$ cat config.mk
export PLATFORM = sky130hd
export DESIGN_NAME = lsu_mem
export DESIGN_NICKNAME = d
export VERILOG_FILES = /design/src/rtl/lsu_mem.sv
export SDC_FILE = /design/constraint.sdc
export NUM_CORES = 1
export LEC_CHECK = 0
export CORE_ASPECT_RATIO = 0.6
export CORE_MARGIN = 1
export CORE_UTILIZATION = 41
export CTS_CLUSTER_SIZE = 25
export DETAILED_ROUTE_END_ITERATION = 12
export PLACE_DENSITY = 0.77
export SYNTH_ARGS = -nofsm -noshare
export SYNTH_HDL_FRONTEND = slang
export SYNTH_SLANG_ARGS = --single-unit
$ cat constraint.sdc
create_clock -name clk -period 1.5 [get_ports clk]
set_input_delay 0.3 -clock clk [delete_from_list [all_inputs] [get_ports clk]]
set_output_delay 0.3 -clock clk [all_outputs]
set_load 0.05 [all_outputs]
$ cat src/rtl/lsu_mem.sv
// Memory-stage load/store unit: turns the registered memory-stage command into a
// data-memory req/ack transaction and registers the write-back result.
module lsu_mem (
    input  logic        clk,
    input  logic        rst_n,
    input  logic [31:0] result_i,
    input  logic [31:0] addr_i,
    input  logic [31:0] wdata_i,
    input  logic        ld_i,
    input  logic        we_mem_i,
    input  logic [2:0]  sx_ctrl_i,
    input  logic [4:0]  rd_i,
    input  logic        we_reg_i,
    output logic        dm_req_o,
    output logic        dm_we_o,
    output logic [31:0] dm_addr_o,
    output logic [3:0]  dm_be_o,
    output logic [31:0] dm_wdata_o,
    input  logic        dm_ack_i,
    input  logic [31:0] dm_rdata_i,
    output logic        stall_o,
    output logic [31:0] wb_data_o,
    output logic [4:0]  wb_rd_o,
    output logic        wb_we_o,
    output logic        misalign_o
);

    localparam int unsigned XLEN = 32;
    localparam int unsigned BEW  = 4;
    localparam int unsigned RW   = 5;

    localparam logic [1:0] SZ_BYTE = 2'b00;
    localparam logic [1:0] SZ_HALF = 2'b01;

    typedef enum logic [0:0] {
        IDLE = 1'b0,
        BUSY = 1'b1
    } state_e;

    state_e state_q, state_d;

    logic            dm_req_q,   dm_req_d;
    logic            dm_we_q,    dm_we_d;
    logic [XLEN-1:0] dm_addr_q,  dm_addr_d;
    logic [BEW-1:0]  dm_be_q,    dm_be_d;
    logic [XLEN-1:0] dm_wdata_q, dm_wdata_d;
    logic [1:0]      lane_q,     lane_d;
    logic [1:0]      size_q,     size_d;
    logic            zext_q,     zext_d;
    logic [RW-1:0]   rd_q,       rd_d;
    logic            we_reg_q,   we_reg_d;
    logic [XLEN-1:0] result_q,   result_d;
    logic [XLEN-1:0] wb_data_q,  wb_data_d;
    logic [RW-1:0]   wb_rd_q,    wb_rd_d;
    logic            wb_we_q,    wb_we_d;
    logic            misalign_q, misalign_d;
    logic            stall_c;

    // Command decode of the incoming memory-stage instruction
    logic            mem_op_c;
    logic            misal_c;
    logic            req_go_c;
    logic [1:0]      size_c;
    logic [BEW-1:0]  be_c;
    logic [XLEN-1:0] wdata_c;

    assign size_c   = sx_ctrl_i[1:0];
    assign mem_op_c = ld_i | we_mem_i;
    assign misal_c  = mem_op_c &
                      (((size_c == SZ_HALF) & addr_i[0]) |
                       (size_c[1] & (addr_i[1:0] != 2'b00)));
    assign req_go_c = mem_op_c & ~misal_c;

    always_comb begin
        be_c    = 4'b1111;
        wdata_c = wdata_i;
        case (size_c)
            SZ_BYTE: begin
                be_c    = BEW'(4'b0001 << addr_i[1:0]);
                wdata_c = {4{wdata_i[7:0]}};
            end
            SZ_HALF: begin
                be_c    = BEW'(4'b0011 << {addr_i[1], 1'b0});
                wdata_c = {2{wdata_i[15:0]}};
            end
            default: begin
                be_c    = 4'b1111;
                wdata_c = wdata_i;
            end
        endcase
    end

    // Lane select and extension of the returned read word
    logic [7:0]      ld_byte_c;
    logic [15:0]     ld_half_c;
    logic [XLEN-1:0] ld_fmt_c;

    always_comb begin
        case (lane_q)
            2'd0:    ld_byte_c = dm_rdata_i[7:0];
            2'd1:    ld_byte_c = dm_rdata_i[15:8];
            2'd2:    ld_byte_c = dm_rdata_i[23:16];
            default: ld_byte_c = dm_rdata_i[31:24];
        endcase
        ld_half_c = lane_q[1] ? dm_rdata_i[31:16] : dm_rdata_i[15:0];
        case (size_q)
            SZ_BYTE: ld_fmt_c = zext_q ? {24'd0, ld_byte_c}
                                       : {{24{ld_byte_c[7]}}, ld_byte_c};
            SZ_HALF: ld_fmt_c = zext_q ? {16'd0, ld_half_c}
                                       : {{16{ld_half_c[15]}}, ld_half_c};
            default: ld_fmt_c = dm_rdata_i;
        endcase
    end

    // FSM state register
    always_ff @(posedge clk) begin
        if (!rst_n) begin
            state_q <= IDLE;
        end else begin
            state_q <= state_d;
        end
    end

    // FSM next state
    always_comb begin
        state_d = state_q;
        case (state_q)
            IDLE:    if (req_go_c) state_d = BUSY;
            BUSY:    if (dm_ack_i) state_d = IDLE;
            default: state_d = IDLE;
        endcase
    end

    // FSM outputs: next values of the bus and write-back registers, plus stall
    always_comb begin
        dm_req_d   = dm_req_q;
        dm_we_d    = dm_we_q;
        dm_addr_d  = dm_addr_q;
        dm_be_d    = dm_be_q;
        dm_wdata_d = dm_wdata_q;
        lane_d     = lane_q;
        size_d     = size_q;
        zext_d     = zext_q;
        rd_d       = rd_q;
        we_reg_d   = we_reg_q;
        result_d   = result_q;
        wb_data_d  = wb_data_q;
        wb_rd_d    = wb_rd_q;
        wb_we_d    = 1'b0;
        misalign_d = 1'b0;
        stall_c    = 1'b0;
        case (state_q)
            IDLE: begin
                if (req_go_c) begin
                    dm_req_d   = 1'b1;
                    dm_we_d    = we_mem_i;
                    dm_addr_d  = {addr_i[31:2], 2'b00};
                    dm_be_d    = be_c;
                    dm_wdata_d = wdata_c;
                    lane_d     = addr_i[1:0];
                    size_d     = size_c;
                    zext_d     = sx_ctrl_i[2];
                    rd_d       = rd_i;
                    we_reg_d   = we_reg_i;
                    result_d   = result_i;
                    stall_c    = 1'b1;
                end else if (misal_c) begin
                    misalign_d = 1'b1;
                end else begin
                    wb_data_d = result_i;
                    wb_rd_d   = rd_i;
                    wb_we_d   = we_reg_i;
                end
            end
            BUSY: begin
                if (dm_ack_i) begin
                    dm_req_d  = 1'b0;
                    wb_data_d = dm_we_q ? result_q : ld_fmt_c;
                    wb_rd_d   = rd_q;
                    wb_we_d   = we_reg_q;
                end else begin
                    stall_c = 1'b1;
                end
            end
            default: ;
        endcase
    end

    // Bus request and write-back registers
    always_ff @(posedge clk) begin
        if (!rst_n) begin
            dm_req_q   <= 1'b0;
            dm_we_q    <= 1'b0;
            dm_addr_q  <= '0;
            dm_be_q    <= '0;
            dm_wdata_q <= '0;
            lane_q     <= '0;
            size_q     <= '0;
            zext_q     <= 1'b0;
            rd_q       <= '0;
            we_reg_q   <= 1'b0;
            result_q   <= '0;
            wb_data_q  <= '0;
            wb_rd_q    <= '0;
            wb_we_q    <= 1'b0;
            misalign_q <= 1'b0;
        end else begin
            dm_req_q   <= dm_req_d;
            dm_we_q    <= dm_we_d;
            dm_addr_q  <= dm_addr_d;
            dm_be_q    <= dm_be_d;
            dm_wdata_q <= dm_wdata_d;
            lane_q     <= lane_d;
            size_q     <= size_d;
            zext_q     <= zext_d;
            rd_q       <= rd_d;
            we_reg_q   <= we_reg_d;
            result_q   <= result_d;
            wb_data_q  <= wb_data_d;
            wb_rd_q    <= wb_rd_d;
            wb_we_q    <= wb_we_d;
            misalign_q <= misalign_d;
        end
    end

    // Stall is forced low while reset is asserted
    assign stall_o    = rst_n & stall_c;
    assign dm_req_o   = dm_req_q;
    assign dm_we_o    = dm_we_q;
    assign dm_addr_o  = dm_addr_q;
    assign dm_be_o    = dm_be_q;
    assign dm_wdata_o = dm_wdata_q;
    assign wb_data_o  = wb_data_q;
    assign wb_rd_o    = wb_rd_q;
    assign wb_we_o    = wb_we_q;
    assign misalign_o = misalign_q;

endmodule

* Word level (Yosys, flattened, before mapping)
Index checks and enable logic that the tools add are counted.
** Storage, ports and cells
- Flip-flop bits (word level) :: 151
- Input port bits :: 142
- Output and inout bits :: 110
- Logic and storage cells :: 71
** Cells by class
- Eq/ne operators :: 8
- Shift-type cells :: 2
- Muxes and demuxes :: 27
- Bitwise operators :: 10
- Reductions and logical operators :: 8
** Operators with widths (count)
- 2-to-1 mux 32 bit :: 6
- case mux 32 bit (2 select lines) :: 3
- case mux 8 bit (3 select lines) :: 1
- 2-to-1 mux 16 bit :: 1
- 2-to-1 mux 5 bit :: 3
- case mux 5 bit (2 select lines) :: 1
- 2-to-1 mux 1 bit :: 8
- != test 2 bit (second input constant) :: 4
- case mux 4 bit (2 select lines) :: 1
- == test 2 x 1 -> 1 bit (second input constant) :: 3
- logical NOT 2 bit :: 3
- case mux 1 bit (2 select lines) :: 3
- AND 1 bit :: 5
- AND reduction 2 bit :: 2
- << shifter 1 x 2 -> 4 bit (first input constant) :: 1
- << shifter 2 x 2 -> 4 bit (first input constant) :: 1
- NOT 1 bit :: 3
- AND reduction 3 bit :: 1
- OR reduction 3 bit :: 1
- == test 2 bit (second input constant) :: 1
- bitwise OR 1 bit :: 2
- nonzero test 2 bit :: 1

* Longest topological paths before layout
- Depth in word-level cells :: 9
- Gate-level depth with buffers :: 7

* Worst setup path after synthesis
OpenSTA, ideal clock, no wires.
- Path kind :: input to output
- Start point :: in sx_ctrl_i[0]
- End point :: out stall_o
- Arrival :: 1.765 ns
- Data required time :: 1.200 ns
- Setup slack :: -0.565 ns
- Stages :: 6
- Path buffers :: 2
- Path through :: o21ai_1 > o2111a_1 > buf_4 > buf_2 > a21oi_1 > nor2_1
** On the way
- Cells in the longest elaborated chain, start to end :: 9
** RTL lines
- from (decl) :: RTL line 11 : input logic [2:0] sx_ctrl_i,
- == test 2 x 1 -> 1 bit :: RTL line 70 : (((size_c == SZ_HALF) & addr_i[0]) |
- AND 1 bit :: RTL line 70
- bitwise OR 1 bit :: RTL line 70
- AND 1 bit :: RTL line 69 : assign misal_c = mem_op_c &
- NOT 1 bit :: RTL line 72 : assign req_go_c = mem_op_c & ~misal_c;
- AND 1 bit :: RTL line 72
- 2-to-1 mux 1 bit :: RTL line 154 : if (req_go_c) begin
- case mux 1 bit (2 select lines) :: RTL line 152 : case (state_q)
- AND 1 bit :: RTL line 227 : assign stall_o = rst_n & stall_c;
- to (decl) :: RTL line 21 : output logic stall_o,
Every way passes these cells.

* Worst setup path after layout
- Start point :: reg state_q
- End point :: reg wb_data_q[10] (netlist: wb_data_o[10])
** On the way
- Cells in the longest elaborated chain, start to end :: 3
** RTL lines
- from (decl) :: RTL line 40 : state_e state_q, state_d;
- from (signal assigned) :: RTL line 120 : state_q <= state_d;
- NOT 1 bit (no source line)
- != test 2 bit (no source line)
- AND reduction 3 bit (no source line)
- to (signal assigned) :: RTL line 219 : wb_data_q <= wb_data_d;
- to (decl) :: RTL line 53 : logic [XLEN-1:0] wb_data_q, wb_data_d;
Parallel ways exist; a longest one is shown, timed or not.
A chain may end at the register's enable or synchronous reset.

==> flow_summary.json <==
{
  "arrival_ps": 2050,
  "period_share": 1.16,
  "synth_mux_area_frac": 0.0560,
  "cp_max_fo": 6,
  "slew_viol_final": 0,
  "ant_nets": 0,
  "synth.yosys.warnings": 0,
  "setup_viol": 52,
  "yosys.cell_count.top_type": "dfxtp_1",
  "clock_sinks": 151,
  "ys_seq_area_frac": 0.420,
  "required_ps": 1820,
  "cts_tree": "yes",
  "cp-end-kind": "flip-flop",
  "grt.overflow.total": 0,
  "synth-compound-area-share": 0.264,
  "first_pass_iters": 7,
  "status": "finished with violations",
  "drt_wl_total_um": 28000,
  "crit_buf_inv": 3,
  "clkTransAtPathRegs_ps": 70,
  "endpoint": "wb_data_o[10]",
  "cts_root_buf": "clkbuf_16",
  "yosys.area_share.simple": 0.193,
  "numCtsBuffers": 17,
  "finalWeightedCongestion": 0.933,
  "synth_top_area_frac": 0.420,
  "slowest_delay_ps": 440,
  "reg2reg_from": "state_q",
  "synth_cells": 895,
  "critPathLaunch": "state_q",
  "grt_start_max_net_pins": 61,
  "setup_ws_ps": -233,
  "fp-row-count": 37,
  "grt_pass1_wl_um": 42200,
  "clock_latency_ps": 420,
  "power.total_mw": 13.5,
  "synth_edf_count": 0,
  "max-vdd-ir-drop_uv": 660,
  "synth_fa_ha_area_frac": 0,
  "r2r_slack_ps": -230,
  "crit_path_cell_trace": "buf_4, or3_4, buf_12, buf_12, o21ai_4, nand3_2, o21a_1",
  "power.density_nw_per_um2": 1050,
  "min_period_ps": 1730,
  "rsz0062_at_grt": "true",
  "p_leak_nw": 4.93,
  "synthTopCellsByCount": "dfxtp_1, nand2_1, o21ai_1, nand3_1, o21ai_0",
  "fin_skew_ps": 17.4,
  "grt_pass1_vias": 7604,
  "dieArea_um2": 18100,
  "ys_top_cells_by_area": "dfxtp_1, o21ai_1, nand3_1",
  "drt-initial-drc-count": 910,
  "synth_seq_cells": 151,
  "drc": 0,
  "finalHoldViolCount": 0,
  "critPathLaunchType": "flip-flop",
  "post_drt_wl_per_cell_um": 19.6,
  "die_x_um": 173,
  "io_pins": 252,
  "slowest_stage": "or3_4",
  "antenna_found_initial": 0,
  "hp-class": "input pin to flip-flop",
  "fill_cells": 1151,
  "cp_top_family": "simple AND/OR/NAND/NOR gates",
  "num_vias": 8072,
  "dp_hpwl_um": 19000,
  "synth_xor_area_frac": 0,
  "design.core.area_um2": 17200,
  "fmaxAchievable_mhz": 577,
  "grt_usage": 0.300,
  "vias_per_cell": 5.65,
  "synth.distinct_cells": 48,
  "final_util": 0.748,
  "port_buffers": 249,
  "synth_top_area_cell": "dfxtp_1",
  "initial_core_util": 0.419,
  "drive_gt1_frac": 0.275,
  "ys.flop_type": "dfxtp_1",
  "r2r-end": "wb_data_o[10]",
  "critical_path_class": "flip-flop to flip-flop",
  "avgSynthCellArea_um2": 8.05,
  "postSynth.asyncResetShare": 0,
  "die_h_um": 105,
  "critical_path_depth": 7,
  "crit_top_cell": "buf_12",
  "r2r_cells": 7,
  "cts_max_level": 4,
  "violations": "setup timing",
  "synth_top_family_by_area": "compound AO/OA/AOI/OAI gates",
  "final_nets": 1323,
  "hold_buffers": 0,
  "area_growth_pct": 78.4,
  "clock_path_buffers": 2,
  "maxCapViolCount": 0,
  "syn_area_um2": 7200
}
[through the flow]
stage	cell area, um^2	TNS [ps]	setup slack (ps)	hold WS [ps]	cells
floorplan	7250	-75.2	-75.2	425	896
global placement	11500	-56470	-453	434	1380
detailed placement	11500	-61060	-527	437	1380
CTS	12600	-4430	-223	289	1426
global route	12800	-9140	-253	333	1428
finish	12800	-5380	-233	294	1429
[state kept, by name (all words and copies together) (netlist names), 2 cells and up]
name,count
rd_q,5
result_q,32
size_q,2
dm_be_o,4
lane_q,2
wb_rd_o,5
wb_data_o,32
dm_wdata_o,32
dm_addr_o,30
[report_power, final]
group / leakage (nW) / total, mW / internal (mW) / switching [mW]
Clock: 0.266 / 4.25 / 2.39 / 1.85
Sequential: 1.24 / 4.71 / 4.35 / 0.353
Combinational: 3.43 / 4.53 / 2.21 / 2.32
Total: 4.93 / 13.5 / 8.96 / 4.53
[area by class of cell]
class,instances,area (um^2),share of cell area
antenna,1,2.50,0.000195
clock buffer,20,457,0.0355
clock inverter,12,116,0.00906
inverter,7,28.8,0.00224
multi-input combinational,648,4130,0.321
sequential,151,3030,0.236
tap,234,293,0.0228
timing repair buffer,356,4790,0.373
[cell families (layout without fill, tap and decap cells)]
family	Yosys count	after routing
mux	40	40
compound gates	308	308
other cells	1	3
simple gates	298	298
flops	151	151
buf+inv	97	395
[worst register-to-register path, delay by kind of cell, from the launching register on]
kind                   cells  cell delay [ps]
flip-flops                 1              320
AO/OA/AOI/OAI              2              330
buffers and inverters      3              460
AND/OR/NAND/NOR            2              530
[cell usage in the layout, fill, tap and decap left out, types with 3 or more instances in the layout]
| cell | instances |
|---|---|
| o21ai_4 | 27 |
| and2_4 | 7 |
| clkdlybuf4s50_1 | 134 |
| buf_16 | 5 |
| inv_6 | 4 |
| o21ai_2 | 9 |
| a31oi_1 | 9 |
| nor2b_1 | 7 |
| o21ai_0 | 49 |
| nand3_1 | 92 |
| nor3_1 | 3 |
| a311oi_2 | 3 |
| buf_12 | 127 |
| dfxtp_2 | 5 |
| a211oi_2 | 3 |
| buf_6 | 10 |
| nor2_1 | 31 |
| o31ai_1 | 15 |
| a21oi_1 | 27 |
| clkbuf_16 | 17 |
| clkinvlp_4 | 5 |
| o21a_1 | 9 |
| a311oi_1 | 15 |
| o221a_1 | 6 |
| a211oi_1 | 22 |
| and3b_1 | 9 |
| nand2_1 | 121 |
| a21boi_1 | 6 |
| nand3_2 | 6 |
| o21ai_1 | 95 |
| mux2i_1 | 38 |
| a21oi_2 | 4 |
| inv_1 | 6 |
| dlygate4sd2_1 | 6 |
| buf_4 | 72 |
| dfxtp_1 | 146 |
| and2_1 | 10 |
[worst min path at each step]
stage,startpoint,end,slack (ps),cells after the start
after floorplan,result_q[0],result_q[0],420,2
after global placement,result_q[15],result_q[15],430,2
after detailed placement,result_q[7],result_q[7],440,2
after CTS,rst_n,state_q,290,3
after global routing,rst_n,state_q,330,3
final,rst_n,state_q,290,3
[timing repair]
| action | CTS | global route |
|---|---|---|
| setup buffers | 6 | 3 |
| resized for setup | 81 | 44 |
| setup endpoints to repair | 68 | 105 |
| pin swaps | 16 | 5 |
| gates cloned | 8 | 0 |
[per-layer routing]
layer | track usage | wire [um] | vias up
met4 | 0.0695 | 398 | 0
met5 | 0 | 0 | -
met2 | 0.457 | 12400 | 461
li1 | - | - | 3775
met1 | 0.414 | 12100 | 3796
met3 | 0.0895 | 3110 | 40
No activity file was read; power rests on OpenSTA's default activity.
